**config.mk**
```make
export PLATFORM = sky130hd
export DESIGN_NAME = intr_ctrl
export DESIGN_NICKNAME = d
export VERILOG_FILES = /design/src/rtl/intr_ctrl.sv
export SDC_FILE = /design/constraint.sdc
export NUM_CORES = 1
export LEC_CHECK = 0
export CAP_MARGIN = 20
export CELL_PAD_IN_SITES_DETAIL_PLACEMENT = 1
export CELL_PAD_IN_SITES_GLOBAL_PLACEMENT = 1
export CORE_MARGIN = 10
export CORE_UTILIZATION = 33
export DETAILED_ROUTE_END_ITERATION = 10
export PLACE_DENSITY = 0.76
export SLEW_MARGIN = 20
export SYNTH_ARGS = -nofsm -noshare
export SYNTH_HDL_FRONTEND = slang
export SYNTH_SLANG_ARGS = --single-unit
export TNS_END_PERCENT = 5
```
**constraint.sdc**
```tcl
create_clock -name Clk -period 1.97 [get_ports Clk]
set_clock_uncertainty 0.05 [all_clocks]
set_input_delay 0.394 -clock Clk [delete_from_list [all_inputs] [get_ports Clk]]
set_output_delay 0.394 -clock Clk [all_outputs]
set_load 0.05 [all_outputs]
```
**src/rtl/intr_ctrl.sv**
```systemverilog
// intr_ctrl: requesting side of the Intr/Inta interrupt handshake.
// Latches rising edges on Irq into Pending, offers the lowest-index enabled
// pending line on Intr/IrqId, and holds that ID while it is being serviced
// until the handler signals end-of-interrupt on Eoi.
//
// Handshake: Intr is a level held from the cycle a request is offered until
// the clock that samples Inta=1 (one-cycle acknowledge pulse). Inta is only
// honoured while Intr is high; Eoi is only honoured while Busy is high. Both
// are sampled on the rising edge of Clk, and no output depends
// combinationally on any input.
module intr_ctrl #(
  parameter int N_IRQ = 8,
  parameter int IDW   = 3
) (
  input  logic             Clk,
  input  logic             Clrn,
  input  logic [N_IRQ-1:0] Irq,
  input  logic             Wien,
  input  logic [N_IRQ-1:0] IenIn,
  input  logic             Inta,
  input  logic             Eoi,
  output logic             Intr,
  output logic [IDW-1:0]   IrqId,
  output logic [N_IRQ-1:0] Pending,
  output logic [N_IRQ-1:0] Ien,
  output logic             Busy,
  output logic [1:0]       fsm_state
);

  typedef enum logic [1:0] {
    S_IDLE    = 2'd0,
    S_REQ     = 2'd1,
    S_SERVICE = 2'd2
  } state_t;

  state_t           state;
  logic [N_IRQ-1:0] irq_q;
  logic [N_IRQ-1:0] irq_edge;
  logic [N_IRQ-1:0] eligible;
  logic [N_IRQ-1:0] ack_clr;
  logic [IDW-1:0]   win_id;
  logic             win_valid;
  logic             ack;

  assign fsm_state = state;
  assign irq_edge  = Irq & ~irq_q;
  assign eligible  = Pending & Ien;
  assign ack       = (state == S_REQ) && Inta;

  // Lowest-index eligible line wins; scanning downward lets lower indices overwrite.
  always_comb begin
    win_id    = '0;
    win_valid = 1'b0;
    for (int i = N_IRQ - 1; i >= 0; i--) begin
      if (eligible[i]) begin
        win_id    = IDW'(i);
        win_valid = 1'b1;
      end
    end
  end

  // One-hot clear of the line being acknowledged this cycle.
  always_comb begin
    ack_clr = '0;
    if (ack) ack_clr[IrqId] = 1'b1;
  end

  // Registered copy of Irq for rising-edge detection.
  always_ff @(posedge Clk or negedge Clrn) begin
    if (!Clrn) irq_q <= '0;
    else       irq_q <= Irq;
  end

  // Pending: a new edge wins over a same-cycle acknowledge clear.
  always_ff @(posedge Clk or negedge Clrn) begin
    if (!Clrn) Pending <= '0;
    else       Pending <= (Pending & ~ack_clr) | irq_edge;
  end

  // Enable register, writable in every state; masking never touches Pending.
  always_ff @(posedge Clk or negedge Clrn) begin
    if (!Clrn)     Ien <= '0;
    else if (Wien) Ien <= IenIn;
  end

  // Handshake FSM with registered Intr/Busy/IrqId; IrqId only changes on capture.
  always_ff @(posedge Clk or negedge Clrn) begin
    if (!Clrn) begin
      state <= S_IDLE;
      Intr  <= 1'b0;
      Busy  <= 1'b0;
      IrqId <= '0;
    end else begin
      case (state)
        S_IDLE: begin
          if (win_valid) begin
            IrqId <= win_id;
            Intr  <= 1'b1;
            state <= S_REQ;
          end
        end
        S_REQ: begin
          if (Inta) begin
            Intr  <= 1'b0;
            Busy  <= 1'b1;
            state <= S_SERVICE;
          end
        end
        S_SERVICE: begin
          if (Eoi) begin
            Busy  <= 1'b0;
            state <= S_IDLE;
          end
        end
        default: begin
          Intr  <= 1'b0;
          Busy  <= 1'b0;
          state <= S_IDLE;
        end
      endcase
    end
  end

endmodule
```
After elaboration in Yosys (flattened, before gate mapping):

Index checks and enable logic that the tools add are counted.

* flip-flop bits (word level): 31
* latch bits: 0
* RAM bits: 0
* memory bits (read-only): 0
* bits of input ports: 21
* output and inout port bits: 23
* memories: 0

* $add $sub $neg: 0
* $mul: 0
* div/mod/pow operators: 0
* order comparisons: 2
* equality and inequality tests: 5
* shift operators: 0
* muxes and demuxes: 29
* bitwise logic cells: 8
* reductions and logical operators: 7

Operator list (number)
* bitwise AND 8 bit: 3
* two-way mux 3 bit: 8
* inverter 8 bit: 2
* two-way mux 1 bit: 13
* AND reduction 3 bit: 3
* two-way mux 8 bit: 1
* OR 8 bit: 1
* two-way mux 2 bit: 3
* inequality test 2 bit (second input constant): 3
* one-hot mux 1 bit (3 select lines): 2
* one-hot mux 2 bit (3 select lines): 1
* less-than comparator 3 x 4 -> 1 bit (second input constant): 1
* demux 1 bit (select 3 bit): 1
* >= comparator 3 x 1 -> 1 bit (second input constant): 1
* equality test 2 x 1 -> 1 bit (second input constant): 1
* equality test 2 bit (second input constant): 1
* logical AND 1 bit: 2
* logical NOT 2 bit: 1
* inverter 1 bit: 2
* AND reduction 2 bit: 1

Logic depth before layout (Yosys ltp):

* depth after elaboration: 11
* mapped depth: 4
* mapped depth without buffers: 4

Worst setup path after synthesis:

Ideal clock, no wire load.

* path type: flip-flop to flip-flop
* from: register Ien[2]
* to: register IrqId[0]
* setup time: 125 ps
* arrival time: 1452 ps
* required time: 1795 ps
* setup slack: 343 ps
* stages on the path, launching flop included: 5
* path buffers: 0
* clock period less this slack: 1627 ps
* path through: dfrtp_1 -> a22oi_2 -> nand2_1 -> o21a_1 -> mux2_4

* cells in the longest elaborated chain, start to end: 5
* elaborated cells between the ends (all ways): 8
* those cells by class: 6 x mux; 1 x bitwise; 1 x reduce/logical

RTL lines
* start: declaration: line 25 `output logic [N_IRQ-1:0] Ien,`
* start signal: assignment: line 83 `else if (Wien) Ien <= IenIn;`
* bitwise AND 8 bit (*): line 47 `assign eligible = Pending & Ien;`
* two-way mux 1 bit (3 in a row): line 55 `if (eligible[i]) begin`
* AND reduction 2 bit (no source line)
* end signal: assignment: line 97 `IrqId <= win_id;`
* end: declaration: line 23 `output logic [IDW-1:0] IrqId,`

Mark *: on every way between the ends. The rest lies on a longest branch, timed or not.
A chain may end at the register's enable or synchronous reset.

Worst setup path in the final report:

* from: register Ien[5]
* to: register IrqId[0]

* cells in the longest elaborated chain, start to end: 8
* elaborated cells between the ends (all ways): 14
* those cells by class: 12 x mux; 1 x bitwise; 1 x reduce/logical

RTL lines (line)
* bitwise AND 8 bit (*): 47
* two-way mux 1 bit (6 in a row): 55
* AND reduction 2 bit (no source line)

Marks and branches as above.

==> impl_metrics.yaml <==
outcome:
  run_status: "completed"
cells_and_area:
  register_area_sq_um: 776
  nNetsFinal: 173
  layout_common_cells: "sky130_fd_sc_hd__dfrtp_1 (31), sky130_fd_sc_hd__buf_4 (24), sky130_fd_sc_hd__clkdlybuf4s50_1 (20), sky130_fd_sc_hd__o21ai_0 (17), sky130_fd_sc_hd__inv_1 (9)"
  instances_no_fill: 200
  area_growth_syn_to_fin_pct: 42.5
  ant_diodes: 0
  area_of_the_multi_input_gates_sq_um: 422
  filler_cell_count: 419
  drive_above_1_share_pct: 29.6
  layout.cells.most_common: "sky130_fd_sc_hd__dfrtp_1"
  fin_area_sq_um: 1760
clocking:
  hold_fix_buffers_cts: 0
  cts_made_buffers: 5
  cts_htree_levels: 2
  tritoncts: "yes"
  clock_sink_count: 31
  clk_pin_slew_ns: 0.06
  cts_max_path_buffers: 2
  clk-insertion-delay-late_ns: 0.28
  cts-resized-gates: 0
  clock_tree.root_cell: "sky130_fd_sc_hd__clkbuf_8"
  post_cts.repair.setup_buffers: 0
floorplanning:
  io_pins: 44
  row_count: 22
  dieWidth_um: 81.2
  core_ar_sq_um: 3630
  initial_utilization_pct: 34.0
  chipHeight_um: 81.2
  fp.dieArea_sq_um: 6590
power_and_ir_drop:
  pd_cells_nw_per_um2: 1490
  leakagePower_nw: 0.774
  max-vdd-ir-drop_mv: 0.480
  finalPower_w: 0.00263
global_route:
  grt_pass1_vias: 1088
  grt_pass1_wl_um: 5620
  gr-total-overflow: 0
  grt_start_max_net_pins: 32
  initial_antenna_violation_count: 0
  groute.usage.overall_pct: 11.4
logic_synthesis:
  yosys-top-cells-area: "sky130_fd_sc_hd__dfrtp_1 (63%), sky130_fd_sc_hd__mux2_2 (7.3%), sky130_fd_sc_hd__o21ai_0 (6.9%), sky130_fd_sc_hd__inv_1 (2.7%), sky130_fd_sc_hd__nand2_1 (2.4%)"
  synth-seq-area-share_pct: 62.8
  ys_warn_count: 0
  synth.lib_cells_used.distinct: 22
  post-synth-top-area-cell: "sky130_fd_sc_hd__dfrtp_1"
  synth_edf_count: 0
  netlist_area_sq_um: 1230
  postSynth.topFlopCell: "sky130_fd_sc_hd__dfrtp_1"
  async_flop_share_pct: 100
  post_synth_inst_count: 102
  synth_seq_cells: 31
  syn-mean-instance-area_sq_um: 12.1
  postSynthNetCount: 123
  post-synth-top-area-fraction_pct: 62.8
timing:
  timing_hold_violations_final: 0
  period_minus_slack_ns: 1.53
  holdWs_ns: 0.373
  setup_tns_final_ns: 0
  max_freq_ghz: 0.655
  setup_viol: 0
  fin_crit_sh_pct: 77.5
  slew_headroom_pct: 73.8
  drv_slew: 0
  slew_of_the_pin_with_the_lowest_slew_margin_ns: 0.394
  setup_repair_after_global_routing_missed_its_margin: "no"
placement:
  placement.cell_area_sq_um: 1670
  io_buffer_count: 43
  dp_hpwl_um: 2800
  place.detailed.instances: 193
  place.gp.congestion: 0.768
drt:
  via_per_inst: 4.93
  detail_route.wirelength_um: 3500
  routed_wire_length_per_instance_um: 17.5
  drc: 0
  final_ant_viol_nets: 0
  number_of_drc_markers_in_iteration_0: 58
  drt_first_pass_iters: 4
  vias: 985
worst_setup_path:
  critical_path.slowest_cell: "sky130_fd_sc_hd__dfrtp_1"
  data_required_time_at_the_worst_endpoint_ns: 2.09
  ordered_list_of_cells_on_the_worst_path: "a22oi_1 > nand2_1 > o21a_1 > mux2_4"
  critical_path.top_delay_family: "compound AO/OA/AOI/OAI gates"
  critical_path.endpoint_type: "flip-flop"
  arrival_time_at_the_worst_endpoint_ns: 1.65
  register_to_register_setup_slack_ns: 0.44
  critical_path.startpoint_type: "flip-flop"
  cpPeakStageDelay_ns: 0.42
  path_max_fanout: 4
  setup.worst_path.class: "reg -> reg"
  crit_buf_inv: 0
hold_path:
  hold_class: "reg -> reg"
flow_run:
  drv_cap: 0
## sequential cells by signal (all words and copies together) (netlist names)
register	flops
Busy	1
Ien	8
Intr	1
IrqId	3
Pending	8
fsm_state	2
irq_q	8
## kinds of logic after synthesis
family	Yosys count	synth area share [%]
AND/OR/NAND/NOR	16	6.08
flip-flops	31	62.8
AO/OA/AOI/OAI	36	19.6
buffers and inverters	10	3.04
multiplexers	9	8.51
## synth_stat cells, types with 2 or more instances
master,instances
sky130_fd_sc_hd__a22oi_1,2
sky130_fd_sc_hd__o21ai_0,17
sky130_fd_sc_hd__nand2_1,8
sky130_fd_sc_hd__a32oi_1,2
sky130_fd_sc_hd__inv_1,9
sky130_fd_sc_hd__a21oi_1,5
sky130_fd_sc_hd__a21o_2,2
sky130_fd_sc_hd__o31ai_1,2
sky130_fd_sc_hd__mux2_2,8
sky130_fd_sc_hd__nor2_1,3
sky130_fd_sc_hd__dfrtp_1,31
sky130_fd_sc_hd__nand2b_1,3
## area by class of cell
class                      count  area share (%)
timing repair buffer          44            21.6
inverter                       9            1.92
clock inverter                 1           0.284
clock buffer                   6            4.69
tap                           48            3.41
multi-input combinational     61            24.0
sequential                    31            44.1
## final timing paths
check | from | end | depth (start not counted)
max | Ien[5] | IrqId[0] | 4
min | irq_q[1] | Pending[1] | 1
max reg2reg | Ien[5] | IrqId[0] | 4
min reg2reg | irq_q[1] | Pending[1] | 1
max in group asynchronous | Clrn | Pending[4] | 2
min in group asynchronous | Clrn | Ien[1] | 2
## routing by layer
metal  vias up  wire (um)  GRT usage, %
li1        455          -             -
met4         0         88          7.61
met3         9        260          3.31
met2        41       1800          20.1
met5         -          0             0
met1       480       1350          11.3
## worst reg2reg max path: cells and delay by family, from the launching register on
family          cells  cell delay, ns
compound gates      2            0.52
mux                 1            0.31
flops               1            0.42
simple gates        1            0.12
## where the power goes
group	switching, W	leakage [nW]	internal [W]
Clock	0.000220	0.0470	0.000273
Combinational	0.000756	0.384	0.000397
Sequential	0.000197	0.343	0.000784
Total	0.00117	0.774	0.00145
## metrics by stage
stage,util [%],setup slack [ns]
floorplan,-,0.343
global placement,46.0,0.224
detailed placement,46.0,0.163
CTS,48.4,0.438
global route,48.4,0.337
finish,48.4,0.444
(Power assumes the default switching activity.)
